[src/rtl/fifo_word_packer_if.sv]
// fifo_word_packer_if: FIFO read-side and word-stream signals of the byte-to-word packer
interface fifo_word_packer_if #(parameter int BPW = 4) ();
  logic fifo_empty, fifo_wn, fifo_rn, flush, m_valid, m_ready;
  logic [7:0] fifo_dout;
  logic [8*BPW-1:0] m_data;
  logic [2:0] m_bytes;
  modport master (
    input fifo_empty, fifo_wn, fifo_dout, flush, m_ready,
    output fifo_rn, m_valid, m_data, m_bytes
  );
  modport slave (
    output fifo_empty, fifo_wn, fifo_dout, flush, m_ready,
    input fifo_rn, m_valid, m_data, m_bytes
  );
endinterface

[src/rtl/fifo_word_packer.sv]
// fifo_word_packer: drains the byte FIFO and packs bytes little-endian into BPW-byte stream words
module fifo_word_packer #(
  parameter int BPW = 4,
  parameter int TIMEOUT = 16
) (
  input logic clk,
  input logic rst,
  fifo_word_packer_if.master bus
);
  localparam int IW = $clog2(TIMEOUT + 1);
  typedef enum logic {FILL, HOLD} state_t;
  state_t state, state_nxt;
  logic [8*BPW-1:0] asm_r;
  logic [2:0] byte_cnt;
  logic rd_pend, flush_req, part, ev, load, full;
  logic [IW-1:0] idle_cnt;
  // a read is only issued when it is guaranteed to be accepted and to fit in the word
  assign bus.fifo_rn = !bus.fifo_empty && !bus.fifo_wn && state == FILL &&
                       ({1'b0, byte_cnt} + {3'b0, rd_pend}) < 4'(BPW);
  // flush event, output reload and next state
  always_comb begin
    part = byte_cnt != 3'd0 && !rd_pend;
    ev = state == FILL && part && (flush_req || bus.flush || idle_cnt == IW'(TIMEOUT));
    load = state == HOLD && (!bus.m_valid || bus.m_ready);
    full = byte_cnt + 3'(rd_pend) == 3'(BPW);
    state_nxt = load ? FILL : (state == FILL && (ev || full)) ? HOLD : state;
  end
  // state, byte capture, flush bookkeeping and the output register
  always_ff @(posedge clk) begin
    if (rst) begin
      state <= FILL;
      asm_r <= '0;
      byte_cnt <= '0;
      rd_pend <= 1'b0;
      flush_req <= 1'b0;
      idle_cnt <= '0;
      bus.m_valid <= 1'b0;
      bus.m_data <= '0;
      bus.m_bytes <= '0;
    end else begin
      state <= state_nxt;
      rd_pend <= bus.fifo_rn;
      flush_req <= (flush_req || bus.flush) && !ev && !load && (byte_cnt != 3'd0 || rd_pend);
      idle_cnt <= (state == FILL && part && bus.fifo_empty && !ev) ? idle_cnt + 1'b1 : '0;
      if (load) begin
        asm_r <= '0;
        byte_cnt <= '0;
      end else if (rd_pend) begin
        for (int i = 0; i < BPW; i++)
          if (byte_cnt == 3'(i)) asm_r[8*i +: 8] <= bus.fifo_dout;
        byte_cnt <= byte_cnt + 3'd1;
      end
      bus.m_valid <= load || (bus.m_valid && !bus.m_ready);
      if (load) begin
        bus.m_data <= asm_r;
        bus.m_bytes <= byte_cnt;
      end
    end
  end
endmodule
[src/flat_wrapper.sv]
// flat-port wrapper written by rule: the top's interface ports become plain ports
module fifo_word_packer_flat 
#(
  parameter int BPW = 4,
  parameter int TIMEOUT = 16
)
  (clk, rst, bus_fifo_empty, bus_fifo_wn, bus_fifo_dout, bus_flush, bus_m_ready, bus_fifo_rn, bus_m_valid, bus_m_data, bus_m_bytes);
  fifo_word_packer_if #(.BPW(BPW)) bus_i ();
  input logic clk;
  input logic rst;
  input wire logic [$bits(bus_i.fifo_empty)-1:0] bus_fifo_empty;
  input wire logic [$bits(bus_i.fifo_wn)-1:0] bus_fifo_wn;
  input wire logic [$bits(bus_i.fifo_dout)-1:0] bus_fifo_dout;
  input wire logic [$bits(bus_i.flush)-1:0] bus_flush;
  input wire logic [$bits(bus_i.m_ready)-1:0] bus_m_ready;
  output wire logic [$bits(bus_i.fifo_rn)-1:0] bus_fifo_rn;
  output wire logic [$bits(bus_i.m_valid)-1:0] bus_m_valid;
  output wire logic [$bits(bus_i.m_data)-1:0] bus_m_data;
  output wire logic [$bits(bus_i.m_bytes)-1:0] bus_m_bytes;
  assign bus_i.fifo_empty = bus_fifo_empty;
  assign bus_i.fifo_wn = bus_fifo_wn;
  assign bus_i.fifo_dout = bus_fifo_dout;
  assign bus_i.flush = bus_flush;
  assign bus_i.m_ready = bus_m_ready;
  assign bus_fifo_rn = bus_i.fifo_rn;
  assign bus_m_valid = bus_i.m_valid;
  assign bus_m_data = bus_i.m_data;
  assign bus_m_bytes = bus_i.m_bytes;
  fifo_word_packer #(.BPW(BPW), .TIMEOUT(TIMEOUT)) u_core (.clk(clk), .rst(rst), .bus(bus_i));
endmodule
[config.mk]
export PLATFORM = sky130hd
export DESIGN_NAME = fifo_word_packer_flat
export DESIGN_NICKNAME = d
export VERILOG_FILES = /design/src/rtl/fifo_word_packer_if.sv /design/src/rtl/fifo_word_packer.sv /design/src/flat_wrapper.sv
export SDC_FILE = /design/constraint.sdc
export NUM_CORES = 1
export LEC_CHECK = 0
export BUFFER_PORTS_ARGS = -buffer_cell sky130_fd_sc_hd__buf_2
export CAP_MARGIN = 20
export CELL_PAD_IN_SITES_DETAIL_PLACEMENT = 1
export CELL_PAD_IN_SITES_GLOBAL_PLACEMENT = 2
export CORE_MARGIN = 5
export CORE_UTILIZATION = 30
export CTS_CLUSTER_SIZE = 25
export DETAILED_ROUTE_END_ITERATION = 12
export PLACE_DENSITY_LB_ADDON = 0.1
export SLEW_MARGIN = 10
export SYNTH_ARGS = -nofsm -noshare
export SYNTH_HDL_FRONTEND = slang
export SYNTH_SLANG_ARGS = --single-unit
[constraint.sdc]
create_clock -name clk -period 1.7 [get_ports clk]
set_input_delay 0.34 -clock clk [delete_from_list [all_inputs] [get_ports clk]]
set_output_delay 0.34 -clock clk [all_outputs]
set_load 0.02 [all_outputs]
-- Word level (Yosys, flattened, before mapping)
Index checks and enable logic that the tools add are counted.
- $add $sub $neg: 4
- order comparisons: 1
- equal/unequal tests: 5
- bitwise logic cells: 2
- reduce and logical (&&, ||, !) cells: 35
- operators with widths (kind ; count):
    $logic_and A1 B1 Y1 ; 14
    $reduce_and A2 Y1 ; 4
    $logic_not A1 Y1 ; 7
    $eq A3 B2 Y1 const B ; 2
    $logic_or A1 B1 Y1 ; 6
    $add A5 B1 Y5 const B ; 1
    $eq A5 B5 Y1 const B ; 1
    $add A3 B1 Y4 ; 1
    $lt A4 B3 Y1 const B ; 1
    $reduce_or A2 Y1 ; 2
    $add A3 B1 Y3 ; 1
    $add A3 B1 Y3 const B ; 1
    $eq A3 B1 Y1 const B ; 1
    $eq A3 B3 Y1 const B ; 1
    $logic_not A3 Y1 ; 1
    $reduce_bool A3 Y1 ; 1
    $not A1 Y1 ; 2
- register bits: 79
- input bits: 14
- output and inout port bits: 37
- word-level logic and storage cells: 59

-- Logic depth before layout (Yosys ltp)
Gate-level depths: netlist of the first run.
- word-level depth: 8
- mapped depth: 7
- gate-level depth less buffers: 5

-- Least setup slack after synthesis of the first run
OpenSTA, ideal clock, no wires.
- path type: register to output
- start point: register u_core.byte_cnt[0]
- end point: output port bus_fifo_rn
- arrival: 1.593 ns
- required time: 1.360 ns
- slack: -0.233 ns
- cell stages (with the launch flop): 6
- buffers on the path: 0
- cells stage by stage: dfxtp_1 ha_1 ha_1 and2_1 a21oi_1 nor4_1
- word-level cells in the longest chain between the ends: 3
- ends and longest elaborated chain (element ; RTL line ; source):
    start, declared ; fifo_word_packer.sv:14 ; logic [2:0] byte_cnt;
    start signal, assigned ; fifo_word_packer.sv:51 ; byte_cnt <= byte_cnt + 3'd1;
    $add A3 B1 Y4 ; fifo_word_packer.sv:19 ; ({1'b0, byte_cnt} + {3'b0, rd_pend}) < 4'(BPW);
    $lt A4 B3 Y1 ; fifo_word_packer.sv:19 ;
    $logic_and A1 B1 Y1 ; fifo_word_packer.sv:18 ; assign bus.fifo_rn = !bus.fifo_empty && !bus.fifo_wn && state == FILL &&
    end, declared ; flat_wrapper.sv:16 ; output wire logic [$bits(bus_i.fifo_rn)-1:0] bus_fifo_rn;
No other way between the ends.

-- Final worst setup path of the first run
- start point: register u_core.rd_pend
- end point: output port bus_fifo_rn
- word-level cells in the longest chain between the ends: 3
- ends and longest elaborated chain (element ; RTL line ; source):
    start, declared ; fifo_word_packer.sv:15 ; logic rd_pend, flush_req, part, ev, load, full;
    start signal, assigned ; fifo_word_packer.sv:42 ; rd_pend <= bus.fifo_rn;
    $add A3 B1 Y4 ; fifo_word_packer.sv:19 ;
    $lt A4 B3 Y1 ; fifo_word_packer.sv:19 ;
    $logic_and A1 B1 Y1 ; fifo_word_packer.sv:18 ;
No other way between the ends.

==> results of run 1 <==
[stage by stage]
step                      TNS [ps]  setup WS [ps]  cell area [sq um]
after floorplan                  0           94.7               3160
after global placement           0           24.8               3580
after detailed placement         0           1.26               3580
after CTS                     -247           -247               3830
after global routing          -268           -268               3830
final                         -205           -205               3830
[power by group through the flow]
stage	clock (uW)	combinational (uW)	sequential, uW
floorplan	0	220	1940
global placement	0	356	1940
detailed placement	0	359	1940
CTS	1470	364	1900
global route	1530	393	1900
finish	1410	353	1900
[cell usage in the layout (no fill, tap or decap), drive strengths merged, types with 2 or more instances in the layout]
| master | netlist | layout |
|---|---|---|
| nor2 | 30 | 30 |
| nand3 | 45 | 45 |
| mux2i | 25 | 25 |
| clkinv | 0 | 3 |
| clkbuf | 15 | 10 |
| nand2 | 10 | 10 |
| inv | 8 | 8 |
| o21ai | 35 | 35 |
| buf | 14 | 67 |
| dfxtp | 79 | 79 |
| xor2 | 2 | 2 |
| clkinvlp | 0 | 2 |
| ha | 9 | 9 |
| nand3b | 3 | 3 |
| nor3 | 6 | 6 |
| a21oi | 46 | 46 |
| nand2b | 3 | 3 |
| xnor2 | 3 | 3 |
[cell families after synthesis]
family | count (synthesis) | synth area share, %
buffers and inverters | 37 | 6.06
AO/OA/AOI/OAI | 85 | 14.5
adder cells (fa/ha/maj) | 9 | 3.59
XOR/XNOR | 5 | 1.39
multiplexers | 25 | 7.97
flip-flops | 79 | 50.4
AND/OR/NAND/NOR | 104 | 16.1
[critical path, stage by stage, from the launching register on]
cell and delay [ps]:
dfxtp_2 350, ha_4 170, ha_4 150, buf_6 120, nor2_4 90, a21oi_4 50, nor4_4 120, buf_4 180
[per-layer routing]
layer / track usage, % / wire [um] / vias up
li1: - / - / 1284
met2: 22.2 / 3890 / 39
met4: 5.93 / 155 / 0
met1: 18.8 / 4270 / 1243
met5: 0 / 0 / -
met3: 2.86 / 302 / 7
[area by class of cell]
cell class,instances,area (sq um)
Clock buffer,10,138
Clock inverter,6,60.1
Fill cell,1236,6450
Inverter,8,30.0
Multi-Input combinational cell,228,1430
Sequential cell,79,1580
Tap cell,136,170
Timing Repair Buffer,67,422
[what timing repair did]
item	4_1_cts	5_1_grt
endpoints found under the setup margin	1	1
pin swaps	2	3
setup buffers	0	0
resized for setup	12	0
[sequential cells by signal, indices dropped and copies added (netlist names)]
register and count:
u_core.asm_r 32, u_core.bus.m_data 32, u_core.idle_cnt 5, u_core.bus.m_bytes 3, u_core.byte_cnt 3, u_core.bus.m_valid 1
u_core.flush_req 1, u_core.rd_pend 1, u_core.state 1
[worst paths after layout]
check	cells after the start	slack, ps	end
min	2	190	u_core.rd_pend$_SDFF_PP0_
max reg2reg	6	230	u_core.idle_cnt[2]$_SDFF_PP0_
min reg2reg	2	460	u_core.asm_r[28]$_SDFFE_PP0P_
max	7	-200	bus_fifo_rn
==> out/results.ini, run 1 <==
[synth]
synth_seq_cells=79
yosysMostFrequentCell=dfxtp_1
synth_edf_count=0
synth.avg_cell_area_sq_um=9.13
syn-num-nets=367
ys_types=32
synth-main-ff-cell=dfxtp_1
yosys.area.top_type=dfxtp_1
yosys-top-cells-area=dfxtp_1 50%, mux2i_1 8.0%, nand3_1 7.2%
syn_inst=344
ys_seq_area_share_pct=50.4
synth_warnings=0
netlist_area_sq_um=3140
synth_common_cells=79 x dfxtp_1, 45 x nand3_1, 42 x a21oi_1, 30 x nor2_1, 30 x o21ai_0
synth_top_area_share_pct=50.4
async_flop_share_pct=0

[setup_path]
worstSetupPathType=reg2out
cp-startpoint=u_core.rd_pend$_SDFF_PP0_
endpoint_kind=output pin
worstSetupStartpointType=flop
reg2reg_from=u_core.byte_cnt[1]$_SDFFE_PP0P_
crit_required_ps=1360
cp_data_arrival_time_ps=1560
critical_path.max_fanout=2

[power]
seqPwrFrac_pct=51.8
intPower_uw=2700
p_comb_share_pct=9.6
ir_worst_vdd_v=0.000359
switching_power_uw=964
power_uw=3660
switching_share_pct=26.3
p_leak_uw=0.00160
power_frac_clock_pct=38.5
p_per_area_nw_per_um2=956

[clocking]
numCtsBuffers=9
hold_buffers=0
clkSlewWorstSetupHoldPaths_ps=80
clock_latency_ps=350
cts_max_level=3
clockBufferDepth=2
cts-root-buf=clkbuf_8
cts_sinks=79
cts_tree=done

[finish]
insertedDiodeCount=0
fin_cells=534
utilization_pct=37.3
area_delta_synth_final_pct=22.0
drive_gt1_share_pct=24.4
nNetsFinal=416

[hold_path]
min-delay-start=bus_fifo_wn
holdCritPathClass=in2reg

[detailed_routing]
drtIter0Drc=75
wire_per_inst_um=16.1
drc=0
dr.pass1.iters=4
via_count=2573
viasPerCell=4.82
wirelength_um=8620
ant_nets=0

[floorplanning]
coreArea_sq_um=10300
die_h_um=112
start_util_pct=30.6
die_area_sq_um=12600
rows=37
die_w_um=112
num_io_pins=51

[timing]
rsz0062_at_grt=yes
fmax_mhz=525
tightest_slew_ps=384
slew_violations=0
min_period_over_period_pct=112
hold_violations=0
setup_viol=1
max-slew-margin-rel_pct=74.3
fin_ws_ps=-205
finClkSkew_ps=8.36
whs_ps=195
min_period_ps=1900

[global_route]
grt_max_degree=38
grt_pass1_vias=2674
track_usage_pct=14.1
grt-ovfl-total=0
antenna_found_initial=0
grt_pass1_wl_um=14300

[placement]
place_congestion=0.682
detailed_place_hpwl_um=5860
portBuffers=50
dp.cells=518

[status]
outcome=complete, but fails checks
violations=negative setup slack

[flow_run]
max-cap-violations=0

Power figures use the tool's default switching activity.
==> run 2, diff against run 1 <==
ABC_AREA = 1   (was unset)
==> run 2 against run 1 <==
The run still ends with negative setup slack left. Combinational power grew 6.5%. Count of clock-buffer cells in the layout is the same. Maximum frequency increased by 0.10%. Power grew 11%. Hold slack worse by 5.0 ps. Wire length is 8.3% lower. Global-route usage down 1.1 points. Sequential share of layout area increased by 0.39 points. Area after synthesis down 1.6%.
==> out/results.ini, run 2 <==
[synth]
synth_seq_cells=79  ; unchanged
synth.avg_cell_area_sq_um=8.07  ; -12%
synth_edf_count=0  ; unchanged
yosys-top-cells-area=dfxtp_1 51%, nor2_1 10%, a21oi_1 6.0%
syn-num-nets=406  ; +11%
ys_seq_area_share_pct=51.2  ; +0.82 points
yosysMostFrequentCell=nor2_1
synth_warnings=0  ; unchanged
yosys.area.top_type=dfxtp_1
synth_common_cells=85 x nor2_1, 79 x dfxtp_1, 48 x nand2_1, 37 x a21oi_1, 35 x o21ai_0
netlist_area_sq_um=3090  ; -1.6%
async_flop_share_pct=0  ; unchanged
syn_inst=383  ; +11%
synth_top_area_share_pct=51.2  ; +0.82 points
ys_types=23  ; -28%
synth-main-ff-cell=dfxtp_1

[power]
ir_worst_vdd_v=0.000350  ; -2.6%
p_leak_uw=0.00152  ; -5.1%
power_uw=4060  ; +11%
p_per_area_nw_per_um2=1070  ; +12%

[setup_path]
worstSetupStartpointType=flop
reg2regPathDepth=14  ; +8
reg2reg_to=u_core.rd_pend$_SDFF_PP0_
reg2reg_from=u_core.byte_cnt[0]$_SDFFE_PP0P_
reg2reg_slack_ps=-190  ; -420 ps
crit_required_ps=1360  ; about the same
endpoint_kind=output pin
critical_path.max_fanout=2  ; unchanged
cp_data_arrival_time_ps=1560  ; about the same
worstSetupPathType=reg2out

[clocking]
cts_sinks=79  ; unchanged
cts_max_level=3  ; unchanged
cts-root-buf=clkbuf_8
cts_tree=done
numCtsBuffers=9  ; unchanged
clockBufferDepth=2  ; unchanged
clock_latency_ps=350  ; about the same
clkSlewWorstSetupHoldPaths_ps=80  ; about the same

[global_route]
grt-ovfl-total=0  ; unchanged
top_usage_layer=met2
track_usage_pct=13.0  ; -1.1 points
grt_pass1_wl_um=13100  ; -8.3%
grt_use_met3_pct=3.32  ; +0.46 points
antenna_found_initial=0  ; unchanged
grt.met2_usage_pct=20.3  ; -2.0 points
use_met1_pct=16.9  ; -2.0 points
grt_max_degree=42  ; +11%
grt_pass1_vias=2669  ; -0.19%

[detailed_routing]
via_count=2692  ; +4.6%
drtIter0Drc=149  ; +99%
ant_nets=0  ; unchanged
wirelength_um=7900  ; -8.3%
drc=0  ; unchanged
viasPerCell=4.64  ; -3.7%
dr.pass1.iters=4  ; unchanged
wire_per_inst_um=13.6  ; -16%

[finish]
regArea_sq_um=1590  ; about the same
final_cell_area_sq_um=3800  ; -0.85%
drive_gt1_share_pct=23.6  ; -0.72 points
nNetsFinal=462  ; +11%
insertedDiodeCount=0  ; unchanged
fillers=1279  ; +3.5%
layout_commonest_cell=nor2_1
fin_cells=580  ; +8.6%
reg.largest.list=u_core.asm_r: 32 flops, u_core.bus.m_data: 32 flops, u_core.idle_cnt: 5 flops
area_delta_synth_final_pct=22.9
final_cell_mix=83 x nor2_1, 76 x dfxtp_1, 49 x buf_2, 46 x nand2_1, 37 x a21oi_1
multiInputGateArea_sq_um=1330  ; -6.8%

[floorplanning]
rows=37  ; unchanged
die_h_um=111  ; -0.73%
die_w_um=111  ; -0.73%
die_area_sq_um=12400  ; -1.5%
start_util_pct=30.3  ; -0.21 points
num_io_pins=51  ; unchanged
coreArea_sq_um=10200  ; -0.90%

[status]
violations=negative setup slack
outcome=complete, but fails checks

[timing]
fmax_mhz=526  ; +0.10%
finClkSkew_ps=9.58  ; +1.22 ps
min_period_ps=1900  ; -1.97 ps
hold_violations=0  ; unchanged
max-slew-margin-rel_pct=57.8  ; -16 points
min_period_over_period_pct=112  ; -0.12 points
tightest_slew_ps=631  ; +247 ps
setup_viol=2  ; +1
fin_ws_ps=-203  ; +1.97 ps
whs_ps=190  ; -4.96 ps
slew_violations=0  ; unchanged
rsz0062_at_grt=yes
tns_ps=-397  ; -192 ps

[placement]
dp.cells=557  ; +7.5%
portBuffers=50  ; unchanged
place_congestion=0.742  ; +8.8%
placed_area_sq_um=3440  ; -4.0%
detailed_place_hpwl_um=5500  ; -6.2%

[hold_path]
holdCritPathClass=in2reg
hold_end=u_core.rd_pend$_SDFF_PP0_
worstHoldPathCells=2  ; unchanged
min-delay-start=rst

[flow_run]
max-cap-violations=0  ; unchanged

==> run 2: cell types whose count changed in the layout (fill, tap and decap cells not counted), sizes merged, moves of 2 or more <==
cell      change
nor2         +55
nand2        +40
nand3        -29
mux2i        -25
nand4        +23
inv          +11
a21oi         -9
nor3          -5
nand2b        -3
nand3b        -3
bufinv        +2
clkinvlp      -2
xnor2         -2
==> run 2: power breakdown <==
group | internal [uW] | total [uW] | switching, uW
sequential | 1910 | 1930 | 27.7
combinational | 131 | 376 | 245
clock | 1030 | 1750 | 725
total | 3060 | 4060 | 997
==> run 2: repair_timing <==
item | CTS | global route
gates cloned | 0 | 0
setup endpoints to repair | 1 | 7
hold buffers | 0 | 0
pin swaps | 0 | 2
gates resized for setup | 12 | 6
buffers inserted | 7 | 0
==> run 2: area by class of cell <==
| class | count | share of cell area (%) |
|---|---|---|
| clock buffers | 10 | 3.62 |
| clock inverters | 6 | 3.06 |
| inverters | 18 | 1.78 |
| multi-input cells | 263 | 35.0 |
| flip-flops and latches | 79 | 41.7 |
| well taps | 136 | 4.48 |
| repair buffers | 68 | 10.3 |
==> run 2: cells by family after synthesis <==
group	Yosys count	synth area share, %
compound gates	73	11.9
xor+xnor	3	0.850
fa+ha+maj	9	3.64
buf+inv	41	7.25
flops	79	51.2
simple gates	178	25.2
==> run 2: per-layer routing <==
layer,vias up,share of wire (%)
li1,1381,-
met1,1251,49
met2,46,45
met3,14,3.8
met4,0,2.3
met5,-,0
==> run 2: worst max path at each step <==
stage          depth (start not counted)                             from     endpoint
2_1_floorplan                          8        u_core.rd_pend$_SDFF_PP0_  bus_fifo_rn
3_3_place_gp                           9        u_core.rd_pend$_SDFF_PP0_  bus_fifo_rn
3_5_place_dp                           9        u_core.rd_pend$_SDFF_PP0_  bus_fifo_rn
4_1_cts                                9        u_core.rd_pend$_SDFF_PP0_  bus_fifo_rn
5_1_grt                                9        u_core.rd_pend$_SDFF_PP0_  bus_fifo_rn
6_report                               9  u_core.byte_cnt[0]$_SDFFE_PP0P_  bus_fifo_rn
==> run 2: per-stage QoR <==
stage          util, %  setup WS (ps)
3_5_place_dp      33.7           29.9
4_1_cts           37.1           -232
6_report          37.3           -203
3_3_place_gp      33.7           80.2
2_1_floorplan        -            108
5_1_grt           37.3           -271
==> run 2: critical path: stages (launching register included) <==
cell     delay [ps]
dfxtp_2         340
ha_4            170
ha_4            160
inv_2            40
nand2_2          50
and2_4          150
nor2_4           80
nand2_2          70
inv_2            50
buf_6           100
==> run 3, diff against run 2 <==
PLACE_DENSITY = 0.69   (was unset)
PLACE_DENSITY_LB_ADDON = unset   (was 0.1)
SLEW_MARGIN = 20   (was 10)
clock period = 2.4 ns   (was 1.7 ns; I/O delays follow)
==> run 3 against run 2 <==
The flow now finishes without violations. First-iteration DRC count down 37%. Final cell count down 2.9%. Setup slack better by 410 ps. Sequential power down 29%. Wire length down 3.0%. Register-to-register slack better by 950 ps. Hold slack better by 150 ps. Count of clock-buffer cells in the layout unchanged.
==> out/results.ini, run 3 (synthesized netlist as in run 2, its figures left out) <==
[finish]
reg.largest.list=u_core.asm_r: 32 flops, u_core.bus.m_data: 32 flops, u_core.idle_cnt: 5 flops
layout_commonest_cell=nor2_1
nNetsFinal=447  ; -3.2%
final_cell_mix=85 x nor2_1, 78 x dfxtp_1, 50 x buf_2, 48 x nand2_1, 37 x a21oi_1
drive_gt1_share_pct=17.8  ; -5.9 points
insertedDiodeCount=0  ; unchanged
fillers=1302  ; +1.8%
final_cell_area_sq_um=3610  ; -4.9%
area_delta_synth_final_pct=16.9

[power]
p_leak_uw=0.00145  ; -4.9%
switching_power_uw=654  ; -34%
ir_worst_vdd_v=0.000300  ; -14%
power_frac_clock_pct=42.2  ; -0.9 points
p_comb_share_pct=8.6  ; -0.7 points
seqPwrFrac_pct=49.2  ; +1.6 points
switching_share_pct=23.5  ; -1.1 points
intPower_uw=2130  ; -30%
p_per_area_nw_per_um2=771  ; -28%

[placement]
detailed_place_hpwl_um=5280  ; -3.9%
placed_area_sq_um=3380  ; -1.7%
place_congestion=0.715  ; -3.7%
portBuffers=50  ; unchanged
pre_cts_ws_ps=501  ; +471 ps

[detailed_routing]
ant_nets=0  ; unchanged
wirelength_um=7660  ; -3.0%
drtIter0Drc=94  ; -37%
drc=0  ; unchanged
via_count=2617  ; -2.8%
viasPerCell=4.65  ; +0.15%
dr.pass1.iters=4  ; unchanged
wire_per_inst_um=13.6  ; -0.11%

[global_route]
grt_max_degree=42  ; unchanged
grt-ovfl-total=0  ; unchanged
track_usage_pct=12.9  ; -0.10 points
antenna_found_initial=0  ; unchanged
grt_pass1_wl_um=12900  ; -1.2%
grt_pass1_vias=2590  ; -3.0%

[clocking]
cts_tree=done
cts_max_level=3  ; unchanged
cts_sinks=79  ; unchanged
clkSlewWorstSetupHoldPaths_ps=70  ; about the same
cts-root-buf=clkbuf_8
hold_buffers=0  ; unchanged
numCtsBuffers=9  ; unchanged
clockBufferDepth=2  ; unchanged
clock_latency_ps=350  ; about the same

[floorplanning]
start_util_pct=30.3  ; unchanged
num_io_pins=51  ; unchanged
die_area_sq_um=12400  ; unchanged
rows=37  ; unchanged
die_h_um=111  ; unchanged
die_w_um=111  ; unchanged
coreArea_sq_um=10200  ; unchanged

[timing]
tns_ps=0  ; +397 ps
hold_violations=0  ; unchanged
max-slew-margin-rel_pct=51.1  ; -6.8 points
setup_viol=0  ; -2
tightest_slew_ps=731  ; +99.7 ps
fin_ws_ps=210  ; +412 ps
finClkSkew_ps=6.52  ; -3.06 ps
fmax_mhz=457
slew_violations=0  ; unchanged
min_period_over_period_pct=91.3
rsz0062_at_grt=no
min_period_ps=2190

[hold_path]
holdCritPathClass=in2reg
worstHoldPathCells=2  ; unchanged

[status]
outcome=finished, final reports clean

[setup_path]
reg2regPathDepth=5  ; -9
endpoint_kind=output pin
crit_required_ps=1920  ; +560 ps
worstSetupStartpointType=flop
cp_data_arrival_time_ps=1710  ; +150 ps
worstSetupPathType=reg2out
critical_path.max_fanout=6  ; +4

[flow_run]
max-cap-violations=0  ; unchanged

run 3: path summary, 6_finish.rpt:
| check | startpoint | to | slack, ps |
|---|---|---|---|
| worst min register to register | u_core.asm_r[23]$_SDFFE_PP0P_ | u_core.asm_r[23]$_SDFFE_PP0P_ | 460 |
| worst min-delay path | rst | u_core.rd_pend$_SDFF_PP0_ | 330 |
| worst max-delay path | u_core.byte_cnt[0]$_SDFFE_PP0P_ | bus_fifo_rn | 210 |
| worst max register to register | u_core.byte_cnt[2]$_SDFFE_PP0P_ | u_core.asm_r[31]$_SDFFE_PP0P_ | 760 |
run 3: what timing repair did:
action / in CTS / in global routing
buffers inserted: 0 / 0
setup endpoints to repair: 0 / 1
resized for setup: 0 / 3
run 3: routing by layer:
| metal | part of all wire [%] | GRT usage, % |
|---|---|---|
| met4 | 2.1 | 5.84 |
| met1 | 48 | 16.7 |
| met5 | 0 | 0 |
| met2 | 46 | 20.5 |
| met3 | 3.9 | 2.93 |
run 3: worst max-delay path, cell delays in order (launching register included):
cell and delay [ps]:
dfxtp_2 360, ha_1 210, ha_1 200, inv_1 60, nand2_1 60, and2_1 150
nor2_1 80, nand2_1 60, inv_1 50, buf_2 150
run 3: through the flow:
step           hold WS [ps]  std cells  util (%)  power (uW)
2_1_floorplan           430        383         -        1570
3_3_place_gp            449        549      33.2        1640
3_5_place_dp            451        549      33.2        1650
4_1_cts                 316        563      35.4        2850
5_1_grt                 323        563      35.5        2930
6_report                335        563      35.5        2790
run 3: layout make-up:
class,instances,area (sq um),area share (%)
multi-input combinational,263,1280,35.6
clock inverter,4,95.1,2.63
sequential,79,1580,43.8
tap,136,170,4.71
clock buffer,10,138,3.81
inverter,18,70.1,1.94
timing repair buffer,53,273,7.55
run 3: power groups by stage:
stage | Sequential [uW] | Clock [uW] | Combinational [uW]
2_1_floorplan | 1440 | 0 | 132
3_3_place_gp | 1400 | 0 | 244
3_5_place_dp | 1400 | 0 | 246
4_1_cts | 1370 | 1230 | 247
5_1_grt | 1380 | 1280 | 273
6_report | 1370 | 1180 | 239
